## src/rtl/alu_op_sequencer.sv

```systemverilog
`default_nettype none
// ============================================================================
//  Module      : alu_op_sequencer
//  Description : Operand capture (A from SPI strobe, B from selector buttons),
//                edge-triggered ALU execute (MUL/SUB/AND/XOR, iterative
//                shift-add multiplier), result/flag hold and result-driven PWM.
//  Revision    : 1.0 - initial release
// ============================================================================
module alu_op_sequencer #(
    parameter int W  = 4,   // operand/result width, at least 2
    parameter int NB = 4    // operand-B selector buttons, clog2(NB) <= W
) (
    input  logic           FPGA_clk,
    input  logic           FPGA_reset,
    input  logic [W-1:0]   spi_data,
    input  logic           spi_valid,
    input  logic [NB-1:0]  opb_btn_n,
    input  logic [3:0]     op_btn,
    output logic [W-1:0]   op_a,
    output logic [W-1:0]   op_b,
    output logic [W-1:0]   result,
    output logic [3:0]     flags,
    output logic           busy,
    output logic           done,
    output logic           pwm_out
);

    // ------------------------------------------------------------------
    // Encodings
    // ------------------------------------------------------------------
    localparam logic [1:0] ST_IDLE = 2'd0;
    localparam logic [1:0] ST_EXEC = 2'd1;
    localparam logic [1:0] ST_MUL  = 2'd2;

    localparam logic [1:0] OP_MUL  = 2'd0;
    localparam logic [1:0] OP_SUB  = 2'd1;
    localparam logic [1:0] OP_AND  = 2'd2;
    localparam logic [1:0] OP_XOR  = 2'd3;

    // Multiplier step counter width; W >= 2 keeps this at least 1 bit.
    localparam int CW = $clog2(W);

    localparam logic [CW-1:0] MUL_LAST_STEP = CW'(W - 1);

    // ------------------------------------------------------------------
    // Declarations
    // ------------------------------------------------------------------
    logic [1:0]      state;
    logic [3:0]      btn_prev;
    logic [3:0]      btn_rise;
    logic [W-1:0]    a_reg;
    logic [W-1:0]    b_reg;
    logic [W-1:0]    a_next;
    logic            b_pressed;
    logic [W-1:0]    b_idx;

    logic            start_valid;
    logic [1:0]      start_op;

    logic [1:0]      exec_op;
    logic [W-1:0]    exec_a;
    logic [W-1:0]    exec_b;

    logic [2*W-1:0]  mul_acc;
    logic [2*W-1:0]  mul_mcand;
    logic [W-1:0]    mul_mplier;
    logic [CW-1:0]   mul_cnt;
    logic [2*W-1:0]  mul_acc_next;
    logic            mul_last;

    logic [W:0]      sub_diff;
    logic [W-1:0]    alu_r;
    logic            alu_c;
    logic            alu_v;

    logic            fin_valid;
    logic [W-1:0]    fin_r;
    logic            fin_c;
    logic            fin_v;

    logic [W-1:0]    pwm_cnt;

    // ------------------------------------------------------------------
    // Operand and button-edge front end
    // ------------------------------------------------------------------
    assign btn_rise = op_btn & ~btn_prev;

    // A value as seen by a start on this cycle: a coincident SPI strobe wins.
    assign a_next = spi_valid ? spi_data : a_reg;

    // Lowest-indexed pressed (low) selector button gives the B index.
    always_comb begin
        b_pressed = 1'b0;
        b_idx     = '0;
        for (int i = NB - 1; i >= 0; i--) begin
            if (!opb_btn_n[i]) begin
                b_pressed = 1'b1;
                b_idx     = W'(i);
            end
        end
    end

    // Capture operands and the previous button sample; the all-ones reset
    // value keeps a button held through reset release from firing.
    always_ff @(posedge FPGA_clk or posedge FPGA_reset) begin
        if (FPGA_reset) begin
            btn_prev <= 4'hF;
            a_reg    <= '0;
            b_reg    <= '0;
        end else begin
            btn_prev <= op_btn;
            if (spi_valid) begin
                a_reg <= spi_data;
            end
            if (b_pressed) begin
                b_reg <= b_idx;
            end
        end
    end

    assign op_a = a_reg;
    assign op_b = b_reg;

    // ------------------------------------------------------------------
    // Start decode: only from IDLE, fixed priority MUL > SUB > AND > XOR
    // ------------------------------------------------------------------
    // Pick the single op to launch from this cycle's rising edges.
    always_comb begin
        start_valid = (state == ST_IDLE) && (|btn_rise);
        if (btn_rise[0]) begin
            start_op = OP_MUL;
        end else if (btn_rise[1]) begin
            start_op = OP_SUB;
        end else if (btn_rise[2]) begin
            start_op = OP_AND;
        end else begin
            start_op = OP_XOR;
        end
    end

    // ------------------------------------------------------------------
    // Control FSM and operand snapshot
    // ------------------------------------------------------------------
    // Sequence IDLE -> EXEC (one cycle) or IDLE -> MUL (W cycles) -> IDLE.
    always_ff @(posedge FPGA_clk or posedge FPGA_reset) begin
        if (FPGA_reset) begin
            state   <= ST_IDLE;
            exec_op <= OP_MUL;
            exec_a  <= '0;
            exec_b  <= '0;
        end else begin
            case (state)
                ST_IDLE: begin
                    if (start_valid) begin
                        exec_op <= start_op;
                        exec_a  <= a_next;
                        exec_b  <= b_reg;
                        state   <= (start_op == OP_MUL) ? ST_MUL : ST_EXEC;
                    end
                end
                ST_EXEC: begin
                    state <= ST_IDLE;
                end
                ST_MUL: begin
                    if (mul_last) begin
                        state <= ST_IDLE;
                    end
                end
                default: begin
                    state <= ST_IDLE;
                end
            endcase
        end
    end

    assign busy = (state != ST_IDLE);

    // ------------------------------------------------------------------
    // Shift-add multiplier: one multiplier bit per cycle, LSB first
    // ------------------------------------------------------------------
    assign mul_acc_next = mul_acc + (mul_mplier[0] ? mul_mcand : '0);
    assign mul_last     = (state == ST_MUL) && (mul_cnt == MUL_LAST_STEP);

    // Load on a MUL start, then accumulate and shift once per MUL cycle.
    always_ff @(posedge FPGA_clk or posedge FPGA_reset) begin
        if (FPGA_reset) begin
            mul_acc    <= '0;
            mul_mcand  <= '0;
            mul_mplier <= '0;
            mul_cnt    <= '0;
        end else if (start_valid && (start_op == OP_MUL)) begin
            mul_acc    <= '0;
            mul_mcand  <= {{W{1'b0}}, a_next};
            mul_mplier <= b_reg;
            mul_cnt    <= '0;
        end else if (state == ST_MUL) begin
            mul_acc    <= mul_acc_next;
            mul_mcand  <= mul_mcand << 1;
            mul_mplier <= mul_mplier >> 1;
            mul_cnt    <= mul_cnt + CW'(1);
        end
    end

    // ------------------------------------------------------------------
    // Single-cycle ALU (SUB/AND/XOR) on the snapshot operands
    // ------------------------------------------------------------------
    assign sub_diff = {1'b0, exec_a} - {1'b0, exec_b};

    // Result, carry/borrow and signed-overflow for the one-cycle ops.
    always_comb begin
        alu_r = '0;
        alu_c = 1'b0;
        alu_v = 1'b0;
        case (exec_op)
            OP_SUB: begin
                alu_r = sub_diff[W-1:0];
                alu_c = sub_diff[W];
                alu_v = (exec_a[W-1] != exec_b[W-1]) &&
                        (sub_diff[W-1] != exec_a[W-1]);
            end
            OP_AND: begin
                alu_r = exec_a & exec_b;
            end
            OP_XOR: begin
                alu_r = exec_a ^ exec_b;
            end
            default: begin
                alu_r = '0;
            end
        endcase
    end

    // Select the completing op's result and C/V; MUL reports high-half
    // nonzero as both carry and overflow.
    always_comb begin
        fin_valid = 1'b0;
        fin_r     = '0;
        fin_c     = 1'b0;
        fin_v     = 1'b0;
        if (state == ST_EXEC) begin
            fin_valid = 1'b1;
            fin_r     = alu_r;
            fin_c     = alu_c;
            fin_v     = alu_v;
        end else if (mul_last) begin
            fin_valid = 1'b1;
            fin_r     = mul_acc_next[W-1:0];
            fin_c     = |mul_acc_next[2*W-1:W];
            fin_v     = |mul_acc_next[2*W-1:W];
        end
    end

    // ------------------------------------------------------------------
    // Result / flag hold and completion pulse
    // ------------------------------------------------------------------
    // Update result and {Z,C,V,N} only on completion; done pulses once.
    always_ff @(posedge FPGA_clk or posedge FPGA_reset) begin
        if (FPGA_reset) begin
            result <= '0;
            flags  <= 4'h0;
            done   <= 1'b0;
        end else begin
            done <= fin_valid;
            if (fin_valid) begin
                result <= fin_r;
                flags  <= {~|fin_r, fin_c, fin_v, fin_r[W-1]};
            end
        end
    end

    // ------------------------------------------------------------------
    // PWM: free-running counter compared against the live result
    // ------------------------------------------------------------------
    // Free-running PWM period counter.
    always_ff @(posedge FPGA_clk or posedge FPGA_reset) begin
        if (FPGA_reset) begin
            pwm_cnt <= '0;
        end else begin
            pwm_cnt <= pwm_cnt + W'(1);
        end
    end

    assign pwm_out = (pwm_cnt < result);

endmodule
`default_nettype wire

```

## config.mk

```make
export PLATFORM = sky130hd
export DESIGN_NAME = alu_op_sequencer
export DESIGN_NICKNAME = d
export VERILOG_FILES = /design/src/rtl/alu_op_sequencer.sv
export SDC_FILE = /design/constraint.sdc
export NUM_CORES = 1
export LEC_CHECK = 0
export ABC_AREA = 1
export BUFFER_PORTS_ARGS = -buffer_cell sky130_fd_sc_hd__buf_2
export CAP_MARGIN = 20
export CORE_MARGIN = 2
export CORE_UTILIZATION = 25
export DETAILED_ROUTE_END_ITERATION = 8
export PLACE_DENSITY_LB_ADDON = 0.2
export SLEW_MARGIN = 20
export SYNTH_ARGS = -nofsm -noshare
export SYNTH_HDL_FRONTEND = slang
export SYNTH_SLANG_ARGS = --single-unit
```

## constraint.sdc

```tcl
create_clock -name FPGA_clk -period 3.42 [get_ports FPGA_clk]
set_input_delay 0.684 -clock FPGA_clk [delete_from_list [all_inputs] [get_ports FPGA_clk]]
set_output_delay 0.684 -clock FPGA_clk [all_outputs]
set_load 0.005 [all_outputs]
```

-- Yosys cells after proc, flatten, opt, wreduce, memory -nomap -nowiden
Index checks and enable logic that the tools add are counted.
W data, S select, Z words.
- bits in registers: 59
- bits of input ports: 15
- output and inout port bits: 19
- word-level logic and storage cells: 83
- add/subtract/negate cells: 4
- order comparisons: 1
- equality and inequality tests: 10
- mux-type cells: 35
- bitwise gates (word level): 4
- reduce and logical (&&, ||, !) cells: 14
- operators with widths (kind ; number):
    $mux W8 ; 5
    $mux W4 ; 7
    $mux W2 ; 9
    $mux W1 ; 12
    $pmux W4 S3 ; 1
    $reduce_or A4 Y1 ; 3
    $add A8 B8 Y8 ; 1
    $and A4 B4 Y4 ; 2
    $eq A2 B2 Y1 const B ; 4
    $sub A4 B4 Y5 ; 1
    $add A4 B1 Y4 const B ; 1
    $eq A2 B1 Y1 const B ; 2
    $logic_and A1 B1 Y1 ; 4
    $logic_not A2 Y1 ; 2
    $lt A4 B4 Y1 ; 1
    $ne A2 B2 Y1 const B ; 2
    $not A4 Y4 ; 1
    $pmux W2 S2 ; 1
    $reduce_and A2 Y1 ; 2
    $reduce_bool A2 Y1 ; 2
    $xor A4 B4 Y4 ; 1
    $add A2 B1 Y2 const B ; 1
    $ne A1 B1 Y1 ; 2
    $logic_not A1 Y1 ; 1

-- Depth between registers and ports, before layout
Gate-level depths: netlist of the first run.
- depth after elaboration: 9
- depth in mapped cells: 15
- gate-level depth less buffers: 14

-- Least setup slack after synthesis of the first run
OpenSTA, ideal clock, no wires.
- path type: reg-to-reg
- from: reg mul_mplier[0]
- to: reg flags[2]
- library setup time: 0.121 ns
- arrival: 1.769 ns
- data required time: 3.299 ns
- setup slack: 1.530 ns
- stages on the path, launching flop included: 16
- path buffers: 1
- clock period less this slack: 1.890 ns
- path through: dfrtp_1 buf_2 nand2_1 inv_1 ha_1 fa_1 nand2_1 nand2_1 nand3_1 nand2_1 nand2_1 nand2_1 nor2_1 nand2_1 nand2_1 nand2_1
- longest elaborated chain between the ends: 5
- ends and longest elaborated chain (item ; RTL line ; text):
    from (decl) ; 66 ; logic [W-1:0] mul_mplier;
    from (signal assigned) ; 194 ; mul_mplier <= b_reg;
    from (signal assigned) ; 199 ; mul_mplier <= mul_mplier >> 1;
    $mux W8 ; 181 ; assign mul_acc_next = mul_acc + (mul_mplier[0] ? mul_mcand : '0);
    $add A8 B8 Y8 ; 181 ;
    $reduce_or A4 Y1 ; 248 ; fin_c = |mul_acc_next[2*W-1:W];
    $mux W1 ; 245 ; end else if (mul_last) begin
    $mux W1 ; 240 ; if (state == ST_EXEC) begin
    to (signal assigned) ; 266 ; flags <= {~|fin_r, fin_c, fin_v, fin_r[W-1]};
    to (decl) ; 22 ; output logic [3:0] flags,
Every way passes these cells.
A chain may end at the register's enable or synchronous reset.

-- Worst setup path after layout of the first run
- from: reg result[1]
- to: out pwm_out
- longest elaborated chain between the ends: 1
- ends and longest elaborated chain (item ; RTL line ; text):
    from (decl) ; 21 ; output logic [W-1:0] result,
    from (signal assigned) ; 265 ; result <= fin_r;
    $lt A4 B4 Y1 ; 283 ; assign pwm_out = (pwm_cnt < result);
    to (decl) ; 25 ; output logic pwm_out
Every way passes these cells.

==> flow_results.org, run 1 <==
** Status
- The run finished with clean final reports.

** Timing
- Setup repair after global routing missed its margin :: no
- Worst slew margin relative to its limit :: 0.483
- Final critical-path share of the clock period :: 0.657
- Setup violations remaining at the end of the flow were counted as 0.
- The final number of hold-violating endpoints was 0.
- Final clock skew :: 13.4 ps
- Slew Viols, Final :: 0
- For the pin with the worst max-slew slack, the measured transition is 775 ps.
- After routing, the total negative slack on setup checks comes to 0 ps.
- Post-route minimum period :: 2250 ps
- For this run, the top clock speed supported by timing is 445 MHz.
- Worst setup margin :: 1170 ps

** Worst setup path
- Critical path start-end classification :: reg2out
- Traced cell by cell, the critical path runs through inv_1 > ha_1 > o21ai_0 > nand2_1 > a21o_1 > a21oi_1 > buf_2.
- In this run the worst path has a maximum fanout of 2.
- Among all stages on the critical path, the largest delay is contributed by dfrtp_1.
- At the worst endpoint, the required time is 2740 ps.
- The worst setup path is launched from a flip-flop.
- For this run, the slowest stage of the critical path takes 370 ps.
- STA classifies the critical path endpoint as a primary output.
- STA puts the critical path data arrival time at 1560 ps.

** CTS
- Buffers inserted to repair hold after CTS numbered 0.
- CTS buffer count :: 5
- Number of buffers between clock root and the deepest sink :: 2
- Post-CTS setup repair buffer count :: 0
- Clock sink count :: 52
- In this run the number of H-tree levels came out at 2.
- Root Driver :: clkbuf_8
- Resized cells post-CTS :: 0
- TritonCTS built the clock tree.
- Clock latency on the worst-skew pair, taken at its later pin, is 310 ps.
- Clock Pin Slew Worst Setup and Hold Paths :: 100 ps

** Global routing
- Antenna violations before repair :: 0
- The layer flagged by global routing as most heavily used is met2.
- Global route overflow :: 0
- M3 GR Usage :: 0.0173
- In the global route stage, met2 resource usage came out at 0.175.
- First-pass GRT wire length :: 10.4 mm
- Maximum number of pins on one net before global-route repair :: 37
- Met1 usage :: 0.159
- Overall fraction of global-route tracks in use :: 0.113
- The via count of the first global-routing pass is 2110.

** Pwr
- The analysis attributes to cell leakage a power of 1.70 nW.
- Across the VDD grid, the largest voltage drop is 299 uV.
- PD cells :: 735 mW/mm^2

** Synth
- Sequential-to-total area share from yosys stat :: 0.473
- In the synthesized netlist the dominant register cell turns out to be dfrtp_1.
- Instance count of the mapped netlist :: 314
- Synth Register Bits :: 52
- Each instance of the synthesized netlist takes up on average 8.80 sq um.
- After synthesis, the share of flip-flops with an asynchronous set or reset is 1.00.
- The number of different library cells used by synthesis comes to 38.
- Netlist area before placement :: 0.00276 sq mm
- Post-synth top area cell :: dfrtp_1
- The synthesized design contains 0 enable-type register cells.
- Of the post-synthesis cell area, the dominant cell type holds 0.435.
- Total number of yosys warnings :: 0
- Leading cell types by total area after synthesis :: dfrtp_1, nand2_1, ha_1

** Cells and area
- Layout area overhead :: 13.9%
- The final layout contains 382 nets.
- Final instance area :: 0.00315 sq mm
- The filler cells instantiated in the layout total 1157.
- Inserted Diodes :: 0
- In the final layout, the share of cells above drive strength 1 is 0.175.
- The top cell types in the final layout, fill and taps aside, are nand2_1, inv_1, dfrtp_1.
- Most common cell after layout, fill and taps aside :: nand2_1

** Placed design
- Weighted congestion at the end of routability-driven global placement :: 0.821
- Setup slack after placement :: 1400 ps
- Estimated wirelength of the detail-placed design :: 4.68 mm
- Summing all placed instances gives a cell area of 0.00306 sq mm.
- Port buffering added 31 buffers.

** Drt
- In the final routed layout, each cell accounts on average for 12.3 um.
- First drt pass iteration count :: 4
- Sum of routed wire length over all layers :: 6.03 mm
- Summing over every cut layer, the via total after detailed routing is 2093.
- The detailed router finished its first iteration with 84 violations.
- Vias/cell :: 4.28
- The detail route stage leaves a number of antenna-violating nets equal to 0.
- Count of unresolved DRC violations after routing :: 0

** Floorplanning
- I/O pin count :: 34
- The die covers 0.0119 sq mm.
- Vertical die dimension :: 109 um
- Initial Utilization :: 0.256
- The core region is 0.0108 sq mm.
- Horizontal extent of the die :: 109 um
- After floorplanning, the core was divided into 38 placement rows.

** Run
- Max-capacitance violation count :: 0

** Min path
- The worst hold path belongs to the class in2reg.
## state kept, by name, indices dropped and copies added, names as in the netlist
name        flops
state           2
op_a            4
mul_mplier      2
result          3
mul_mcand       8
pwm_cnt         4
exec_a          4
mul_cnt         2
done            1
exec_op         2
mul_acc         8
exec_b          2
btn_prev        4
op_b            2
flags           4
## cells by family (layout without fill, tap and decap cells)
family / count (synthesis) / in the layout / synth area share
simple gates: 130 / 130 / 0.211
buf+inv: 60 / 94 / 0.0906
flops: 52 / 52 / 0.473
compound gates: 46 / 46 / 0.112
fa+ha+maj: 19 / 19 / 0.0915
xor+xnor: 5 / 5 / 0.0159
other cells: 1 / 2 / 0.00136
mux: 1 / 1 / 0.00408
## area by class of cell
cell class | instances | area, sq um | share of cell area
Clock buffer | 6 | 72.6 | 0.0231
Clock inverter | 2 | 13.8 | 0.00437
Inverter | 53 | 199 | 0.0632
Multi-Input combinational cell | 203 | 1210 | 0.384
Sequential cell | 52 | 1310 | 0.415
Tap cell | 140 | 175 | 0.0557
Timing Repair Buffer | 33 | 170 | 0.0541
## path summary, 6_finish.rpt
check	cells after the start	slack (ps)	to	startpoint
worst max-delay path	7	1170	pwm_out	result[1]
max in group asynchronous	3	2260	mul_acc[6]	FPGA_reset
worst min-delay path	1	470	btn_prev[3]	op_btn[3]
worst max register to register	14	1410	flags[2]	mul_mplier[0]
worst min register to register	1	490	pwm_cnt[3]	pwm_cnt[3]
min in group asynchronous	2	520	mul_acc[1]	FPGA_reset
## worst max-delay path, delay by kind of cell (launching register included)
kind / cells / cell delay (ps)
flops: 1 / 370
fa+ha+maj: 1 / 270
buf+inv: 2 / 180
compound gates: 3 / 350
simple gates: 1 / 80
## routing by layer
metal	wire, um	part of all wire
met1	3090	0.51
met2	2640	0.44
met3	207	0.034
met4	93	0.015
met5	0	0
## power breakdown
group | switching (W) | total (W) | internal, W
clock | 0.000212 | 0.000359 | 0.000147
combinational | 0.000572 | 0.000951 | 0.000379
sequential | 0.000182 | 0.00100 | 0.000821
## Yosys cell counts (3+ instances only)
| cell type | instances |
|---|---|
| o21ai_0 | 13 |
| inv_2 | 3 |
| a32o_1 | 3 |
| o22ai_1 | 4 |
| inv_1 | 50 |
| xor2_1 | 3 |
| nor2_4 | 4 |
| dfstp_2 | 4 |
| nand3_1 | 19 |
| nor2_1 | 14 |
| a31oi_1 | 4 |
| dfrtp_1 | 48 |
| a21oi_1 | 4 |
| a22o_1 | 6 |
| nand2_1 | 80 |
| o211ai_1 | 4 |
| buf_4 | 4 |
| ha_1 | 17 |
## metrics by stage
stage,hold slack [ps],total power [W],util,instances
floorplan,437,0.00170,-,315
global placement,470,0.00197,0.284,481
detailed placement,475,0.00198,0.284,481
CTS,463,0.00235,0.292,489
global route,451,0.00255,0.292,489
finish,472,0.00231,0.292,489
Note: power is estimated with default switching activity, not from simulation.
==> run 2, diff against run 1 <==
ABC_AREA = 0   (was 1)
clock period = 2.2 ns   (was 3.42 ns; I/O delays follow)
==> run 2 against run 1 <==
Power increased by 71%. Die area shrank 1.8%. Clock skew is 2.1 ps higher. Sequential power increased by 54%. Area after synthesis decreased by 1.9%. Clock-buffer cell count did not move. Worst setup slack got worse by 1100 ps. Combinational power up 80%. Sequential cell count is the same. Critical path type is now reg2reg. Critical endpoint is now flags[2]. Largest power group is now combinational logic.
==> flow_results.org, run 2 <==
** Status
- The flow ran to the end, and the final reports show no timing, DRC or antenna violations.

** Cells and area
- Post-layout nets :: 340 (-11%)
- The core utilization of the finished layout is 0.307 (+0.0155).
- The number of non-filler instances in the completed layout is 447 (-8.6%).
- Multi-input combinational cell area :: 0.00138 sq mm (+14%)
- Registers with the most flip-flops :: mul_acc x8, mul_mcand x8
- Inserted Diodes :: 0 (unchanged)
- Final-layout fill cell count :: 1124 (-2.9%)
- Leaving out fill and tap cells, the most frequent cell in the layout is dfrtp_1.
- Most frequent cells in the layout :: dfrtp_1, nand2_1, buf_2
- Layout area overhead :: 21.2%
- The footprint of the flip-flops and latches is 0.00131 sq mm (about the same).
- Share of final-layout standard cells stronger than drive strength 1 :: 0.244 (+0.0695)

** Synth
- The number of cells produced by synthesis is 268 (-15%).
- Leading cell types by total area after synthesis :: dfrtp_1, ha_1, nand2_1
- The register area share after synthesis is 0.482 (+0.00917).
- The synthesized area was 0.00271 sq mm (-1.9%).
- Leading register cell type out of synthesis :: dfrtp_1
- The count of unique library cells instantiated by Yosys was 50 (+32%).
- The share of the synthesized area in the top cell type came to 0.443 (+0.00843).
- Counting instances in the post-synthesis netlist gives the leading cell types as dfrtp_1, nand2_1, o21ai_0.
- The synthesized design spends more area on one cell type than any other, namely dfrtp_1.
- Among all cell types in the netlist, the one instantiated most often is dfrtp_1.
- The flop and latch count out of synthesis came to 52 (unchanged).
- The synthesized area divided by synthesized cell count came to 10.1 sq um (+15%).
- The proportion of register bits with asynchronous set or reset after synthesis came to 1.00 (unchanged).
- The number of enable flip-flop cells after synthesis came to 0 (unchanged).
- Total number of yosys warnings :: 0 (unchanged)

** Global routing
- Global route overflow :: 0 (unchanged)
- The via count of the first global-routing pass was 1996 (-5.4%).
- The largest net degree at the start of global routing is 53 (+43%).
- The wire length of the first global-routing pass is 10.3 mm (-0.99%).
- Antenna violations before repair :: 0 (unchanged)
- Overall fraction of global-route tracks in use :: 0.113 (+0.000436)

** Timing
- The final number of hold-violating endpoints was 0 (unchanged).
- Final clock skew :: 15.5 ps (+2.07 ps)
- Post-route minimum period :: 2110 ps
- The max-slew violation count was 0 (unchanged).
- Based on the critical path, the design can be clocked at up to 474 MHz.
- Number of endpoints failing setup at the final stage :: 0 (unchanged)
- Setup_tns :: 0 ps (unchanged)
- The worst slack on hold paths is 162 ps (-310 ps).
- Dividing the final minimum period by the clock period gives 0.958.
- Actual slew at the worst max-slew pin :: 622 ps (-152 ps)
- Setup repair after global routing could not meet its margin everywhere.
- The relative max-transition margin came to 0.584 (+0.101).

** CTS
- Clock latency on the worst-skew pair :: 310 ps (about the same)
- The TritonCTS sink count was 52 (unchanged).
- The number of levels in the clock H-tree came to 2 (unchanged).
- Number of buffers between clock root and the deepest sink :: 2 (unchanged)
- The number of buffers added by the clock tree synthesis step came to 5 (unchanged).
- TritonCTS built the clock tree.
- Clock Pin Slew Worst Setup and Hold Paths :: 110 ps (about the same)
- Clock tree synthesis selected as its root buffer the cell clkbuf_8.

** Worst setup path
- The number of buffer and inverter instances along the worst setup path is 0 (-2).
- The critical path in this run is classified as reg2reg.
- Arr. time, crit path :: 2300 ps (+740 ps)
- Series of cell instances along the critical path :: and2_1 > ha_4 > a211oi_4 > nor4b_1 > or3b_4 > nor4_4 > a21oi_1
- CP max FO :: 6 (+4)
- The stage delay of the slowest cell on the critical path was 440 ps (+70 ps).
- The slowest stage of the critical path belongs to the cell dfrtp_2.
- Grouping stages by cell kind, the critical path spends the most delay in simple AND/OR/NAND/NOR gates.
- Required @ worst endpoint :: 2400 ps (-340 ps)
- The worst setup path is captured at a flip-flop.
- The worst setup path is launched from a flip-flop.

** Drt
- First drt pass iteration count :: 4 (unchanged)
- Count of unresolved DRC violations after routing :: 0 (unchanged)
- Vias/cell :: 4.48 (+4.6%)
- Sum of met3 wire segment lengths after detailed routing :: 222 um (+7.2%)
- The DRC violation total after the first TritonRoute iteration came to 83 (-1.2%).
- Sum of routed wire length over all layers :: 6.07 mm (+0.71%)
- Top Layer Used :: met4
- Met2 WL post-DR :: 2.76 mm (+4.6%)
- Overall via count from detail_route :: 2002 (-4.3%)
- WL/cell :: 13.6 um (+10%)
- Length of routed wiring on met1 :: 3.03 mm (-2.1%)
- Post-route ant nets :: 0 (unchanged)

** Pwr
- The overall power of the completed layout was 0.00395 W (+71%).
- Worst vdd rail ir drop :: 450 uV (+51%)
- PD cells :: 1200 mW/mm^2 (+64%)
- Leakage power :: 1.58 nW (-7.1%)

** Floorplanning
- Floorplan Core Area :: 0.0107 sq mm (-0.88%)
- Initial Utilization :: 0.253 (-0.00264)
- Horizontal extent of the die :: 108 um (-0.92%)
- Num rows :: 38 (unchanged)
- The die footprint came to 0.0117 sq mm (-1.8%).
- The count of boundary I/O pins came to 34 (unchanged).
- Vertical die dimension :: 108 um (-0.92%)

** Min path
- Hold/Removal Path Class :: in2async

** Placed design
- Weighted congestion at the end of routability-driven global placement :: 0.760 (-7.5%)
- The count of placed standard cells including taps is 438 (-8.9%).
- Estimated wirelength of the detail-placed design :: 4.52 mm (-3.5%)
- Number of buffers inserted by port buffering :: 31 (unchanged)

** Run
- Max-capacitance violation count :: 0 (unchanged)
run 2: changes by cell type after synthesis, moves of 8 or more:
cell / delta
nand2_1: -49
inv_1: -33
nand3_1: -10
a21oi_1: +8
and2_1: +8
o21ai_0: +8
run 2: logic make-up after synthesis:
family,after synthesis,share of synthesized area
simple gates,89,0.172
compound gates,65,0.159
flops,52,0.482
buf+inv,28,0.0439
fa+ha+maj,19,0.0933
xor+xnor,8,0.0259
mux,6,0.0226
other cells,1,0.00138
run 2: worst paths after layout:
check | depth (start not counted) | start | slack [ps] | to
min in group FPGA_clk | 1 | op_btn[3] | 230 | btn_prev[3]
max in group asynchronous | 3 | FPGA_reset | 1720 | btn_prev[1]
worst min register to register | 1 | pwm_cnt[0] | 480 | pwm_cnt[0]
worst min-delay path | 3 | FPGA_reset | 160 | done
worst max register to register | 7 | mul_mplier[0] | 90 | flags[2]
worst max-delay path | 7 | mul_mplier[0] | 90 | flags[2]
run 2: final cells by class:
cell class / count / area share
sequential: 52 / 0.398
multi-input combinational: 189 / 0.419
timing repair buffer: 41 / 0.0731
clock buffer: 6 / 0.0251
inverter: 17 / 0.0194
clock inverter: 2 / 0.0118
tap: 140 / 0.0533
run 2: worst reg2reg max path, delay by kind of cell, from the launching register on:
| family | cells | cell delay [ps] |
|---|---|---|
| DFF | 1 | 440 |
| AOI/OAI and AO/OA | 2 | 340 |
| and+or+nand+nor | 4 | 980 |
| adders and majority gates | 1 | 240 |
run 2: metrics by stage:
| stage | area, sq um | worst slack [ps] |
|---|---|---|
| floorplan | 2710 | 128 |
| global placement | 3070 | 15.7 |
| detailed placement | 3070 | -13.4 |
| CTS | 3190 | 9.74 |
| global route | 3280 | -19.3 |
| finish | 3280 | 91.5 |
run 2: routing by layer:
metal / global-route usage / vias up
met5: 0 / -
met4: 0.0385 / 0
met3: 0.0175 / 2
met2: 0.177 / 43
met1: 0.159 / 950
li1: - / 1007
run 2: where the power goes:
group          internal [W]  switching, W
clock network      0.000373      0.000332
registers           0.00127      0.000270
logic              0.000803      0.000909
total               0.00244       0.00151
run 2: repair_timing:
action,4_1_cts,5_1_grt
hold buffers,0,0
buffers inserted,0,1
pin swaps,1,2
setup endpoints to repair,2,5
resized for setup,1,20
==> run 3, diff against run 2 <==
ABC_AREA = 1   (was 0)
CORE_UTILIZATION = 58   (was 25)
==> run 3 against run 2 <==
Critical path depth fell by 1. Final cell count fell by 9.6%. Clock power fell by 7.5%. Combinational power fell by 13%. Largest power group is now registers. Hold slack got worse by 28 ps. Global-route usage rose by 9.9 points. Clock-buffer cell count rose by 1. Die area fell by 54%. Power fell by 6.7%. Sequential cell count did not move. Wire length fell by 14%. First-iteration DRC count rose by 46%.
==> flow_results.org, run 3 (synthesis results as in run 1) <==
** Global routing
- The wire length of the first global-routing pass came to 8.73 mm (-15%).
- The total global routing overflow was 0 (unchanged).
- Number of global-route vias before repair :: 1990 (-0.30%)
- The number of antenna violations at the first check in global routing came to 0 (unchanged).
- The overall routing resource usage came to 0.212 (+0.0986).
- The largest net degree at the start of global routing was 33 (-38%).

** CTS
- Clock sink count :: 52 (unchanged)
- Clock latency on the worst-skew pair :: 300 ps (about the same)
- Root Driver :: clkbuf_8
- TritonCTS built the clock tree.
- The number of levels in the clock H-tree was 2 (unchanged).
- Number of buffers between clock root and the deepest sink :: 2 (unchanged)
- The register clock-pin slew on the reported worst setup and hold paths was 90 ps (-20 ps).
- CTS buffer count :: 5 (unchanged)

** Pwr
- Clock network power share :: 0.177 (about the same)
- The switching part of the total came to 0.397 (+0.0144).
- The static power due to leakage is 1.71 nW (+8.4%).
- The sequential share of power was 0.421 (+0.032).
- Internal power summed over all cells :: 0.00223 W (-8.9%)
- The switching power of the nets is 0.00146 W (-3.2%).
- The part of the power in combinational logic came to 0.402 (-0.031).
- The largest voltage drop on the vdd net is 560 uV (+24%).
- PD cells :: 1190 mW/mm^2 (-0.84%)

** Min path
- Hold/Removal Path Class :: in2async

** Cells and area
- The share of post-route cells with drive strength above 1 came to 0.180 (-0.0643).
- In the final layout, the registers with the most flip-flops are mul_acc x8, mul_mcand x8.
- The library cells used most frequently in the layout, excluding fill and tap cells, are nand2_1, inv_1, dfrtp_1.
- Layout area overhead :: 11.9%
- Post-layout nets :: 383 (+13%)
- Most common cell after layout, fill and taps aside :: nand2_1
- Inserted Diodes :: 0 (unchanged)

** Placed design
- Number of buffers inserted by port buffering :: 31 (unchanged)
- Setup slack after placement :: 192 ps (+205 ps)
- The last weighted congestion value of the routability-driven placer is 0.840 (+11%).
- The detailed placer's ending HPWL was 3.91 mm (-14%).

** Drt
- Vias/cell :: 5.23 (+17%)
- The detailed-routing iteration count for the pre-antenna-repair pass came to 4 (unchanged).
- The total via count in the routed design was 2113 (+5.5%).
- The total wire length after detailed routing is 5.20 mm (-14%).
- WL/cell :: 12.9 um (-5.3%)
- The remaining antenna violation count is 0 (unchanged).
- The detailed-route DRC error count is 0 (unchanged).
- DRT iter0 DRCs :: 121 (+46%)

** Floorplanning
- The overall die height was 73.0 um (-32%).
- Area enclosed by the die boundary :: 0.00533 sq mm (-54%)
- I/O pin count :: 34 (unchanged)
- Initial Utilization :: 0.593 (+0.339)
- The overall die width is 73.0 um (-32%).
- The core area was 0.00466 sq mm (-56%).
- The number of cell rows was 25 (-34%).

** Timing
- The sum of negative setup slack was 0 ps (unchanged).
- Slew Viols, Final :: 0 (unchanged)
- Setup repair after global routing missed its margin :: no
- The highest achievable clock rate is 505 MHz (+6.6%).
- Final clock skew :: 5.76 ps (-9.72 ps)
- Number of endpoints failing setup at the final stage :: 0 (unchanged)
- The shortest clock period the worst path allows after layout came to 1980 ps (-130 ps).
- The final worst-path setup slack came to 221 ps (+130 ps).
- Final critical-path share of the clock period :: 0.899 (-0.0591)
- The worst slack on hold paths is 134 ps (-28.1 ps).
- Final Hold Violating Endpoints :: 0 (unchanged)

** Worst setup path
- CP max FO :: 3 (-3)
- The worst setup path is launched from a flip-flop.
- The worst path required time came to 1760 ps (-640 ps).
- The critical path is of the reg2out type.
- Sort of element at the end of the critical path :: primary output
- Arr. time, crit path :: 1540 ps (-760 ps)

** Run
- Max-capacitance violation count :: 0 (unchanged)

** Status
- Status :: completed
## run 3: cell types whose count changed in the layout (fill, tap and decap cells not counted), moves of 4 or more
cell	delta
buf_4	-7
nand2_1	+49
and2_1	-7
a21oi_1	-7
nand2b_1	-6
o211ai_1	+4
nand3_1	+10
nor2_4	+4
nor2b_1	-6
o21ai_0	-5
mux2i_1	-5
inv_1	+34
## run 3: routing by layer
layer | wire, um | vias to the layer above | part of all wire | global-route usage
met5 | 0 | - | 0 | 0
met4 | 79 | 0 | 0.015 | 0.0761
met3 | 154 | 7 | 0.030 | 0.0373
met2 | 2390 | 41 | 0.46 | 0.335
met1 | 2580 | 989 | 0.50 | 0.292
li1 | - | 1076 | - | -
## run 3: metrics by stage
stage                     total power [W]   util  cells  cell area (sq um)
final                             0.00369  0.663    404               3090
after global routing              0.00401  0.663    404               3090
after CTS                         0.00367  0.657    402               3060
after detailed placement          0.00302  0.635    394               2960
after global placement            0.00297  0.635    394               2960
after floorplan                   0.00265      -    315               2770
## run 3: critical path, cell delays in order, from the launching register on
cell and delay [ps]:
dfrtp_1 420, ha_1 270, o21ai_0 70, nand2_1 70, a21o_1 150, a21oi_1 130, buf_2 130
## run 3: power by group through the flow
stage	registers [W]	logic [W]	clock network, W
finish	0.00155	0.00148	0.000652
global route	0.00160	0.00172	0.000697
CTS	0.00156	0.00145	0.000660
detailed placement	0.00157	0.00144	0
global placement	0.00156	0.00141	0
floorplan	0.00149	0.00115	0
## run 3: path summary, 6_finish.rpt
kind,start,end,slack (ps),cells past startpoint
max,pwm_cnt[1],pwm_out,220,6
min,FPGA_reset,mul_acc[5],130,2
max reg2reg,mul_mplier[0],flags[1],240,14
min reg2reg,flags[3],flags[3],480,2
max in group asynchronous,FPGA_reset,btn_prev[1],1470,3
min in group FPGA_clk,op_btn[3],btn_prev[3],240,1
## run 3: timing repair
action | in CTS | in global routing
buffers inserted | 0 | 2
gates resized for setup | 0 | 2
endpoints found under the setup margin | 0 | 2
hold buffers | 0 | 0
## run 3: layout make-up
class | instances | area [sq um]
Multi-Input combinational cell | 203 | 1220
Tap cell | 54 | 67.6
Inverter | 53 | 199
Clock buffer | 7 | 76.3
Sequential cell | 52 | 1310
Fill cell | 377 | 1570
Clock inverter | 1 | 30.0
Timing Repair Buffer | 34 | 188
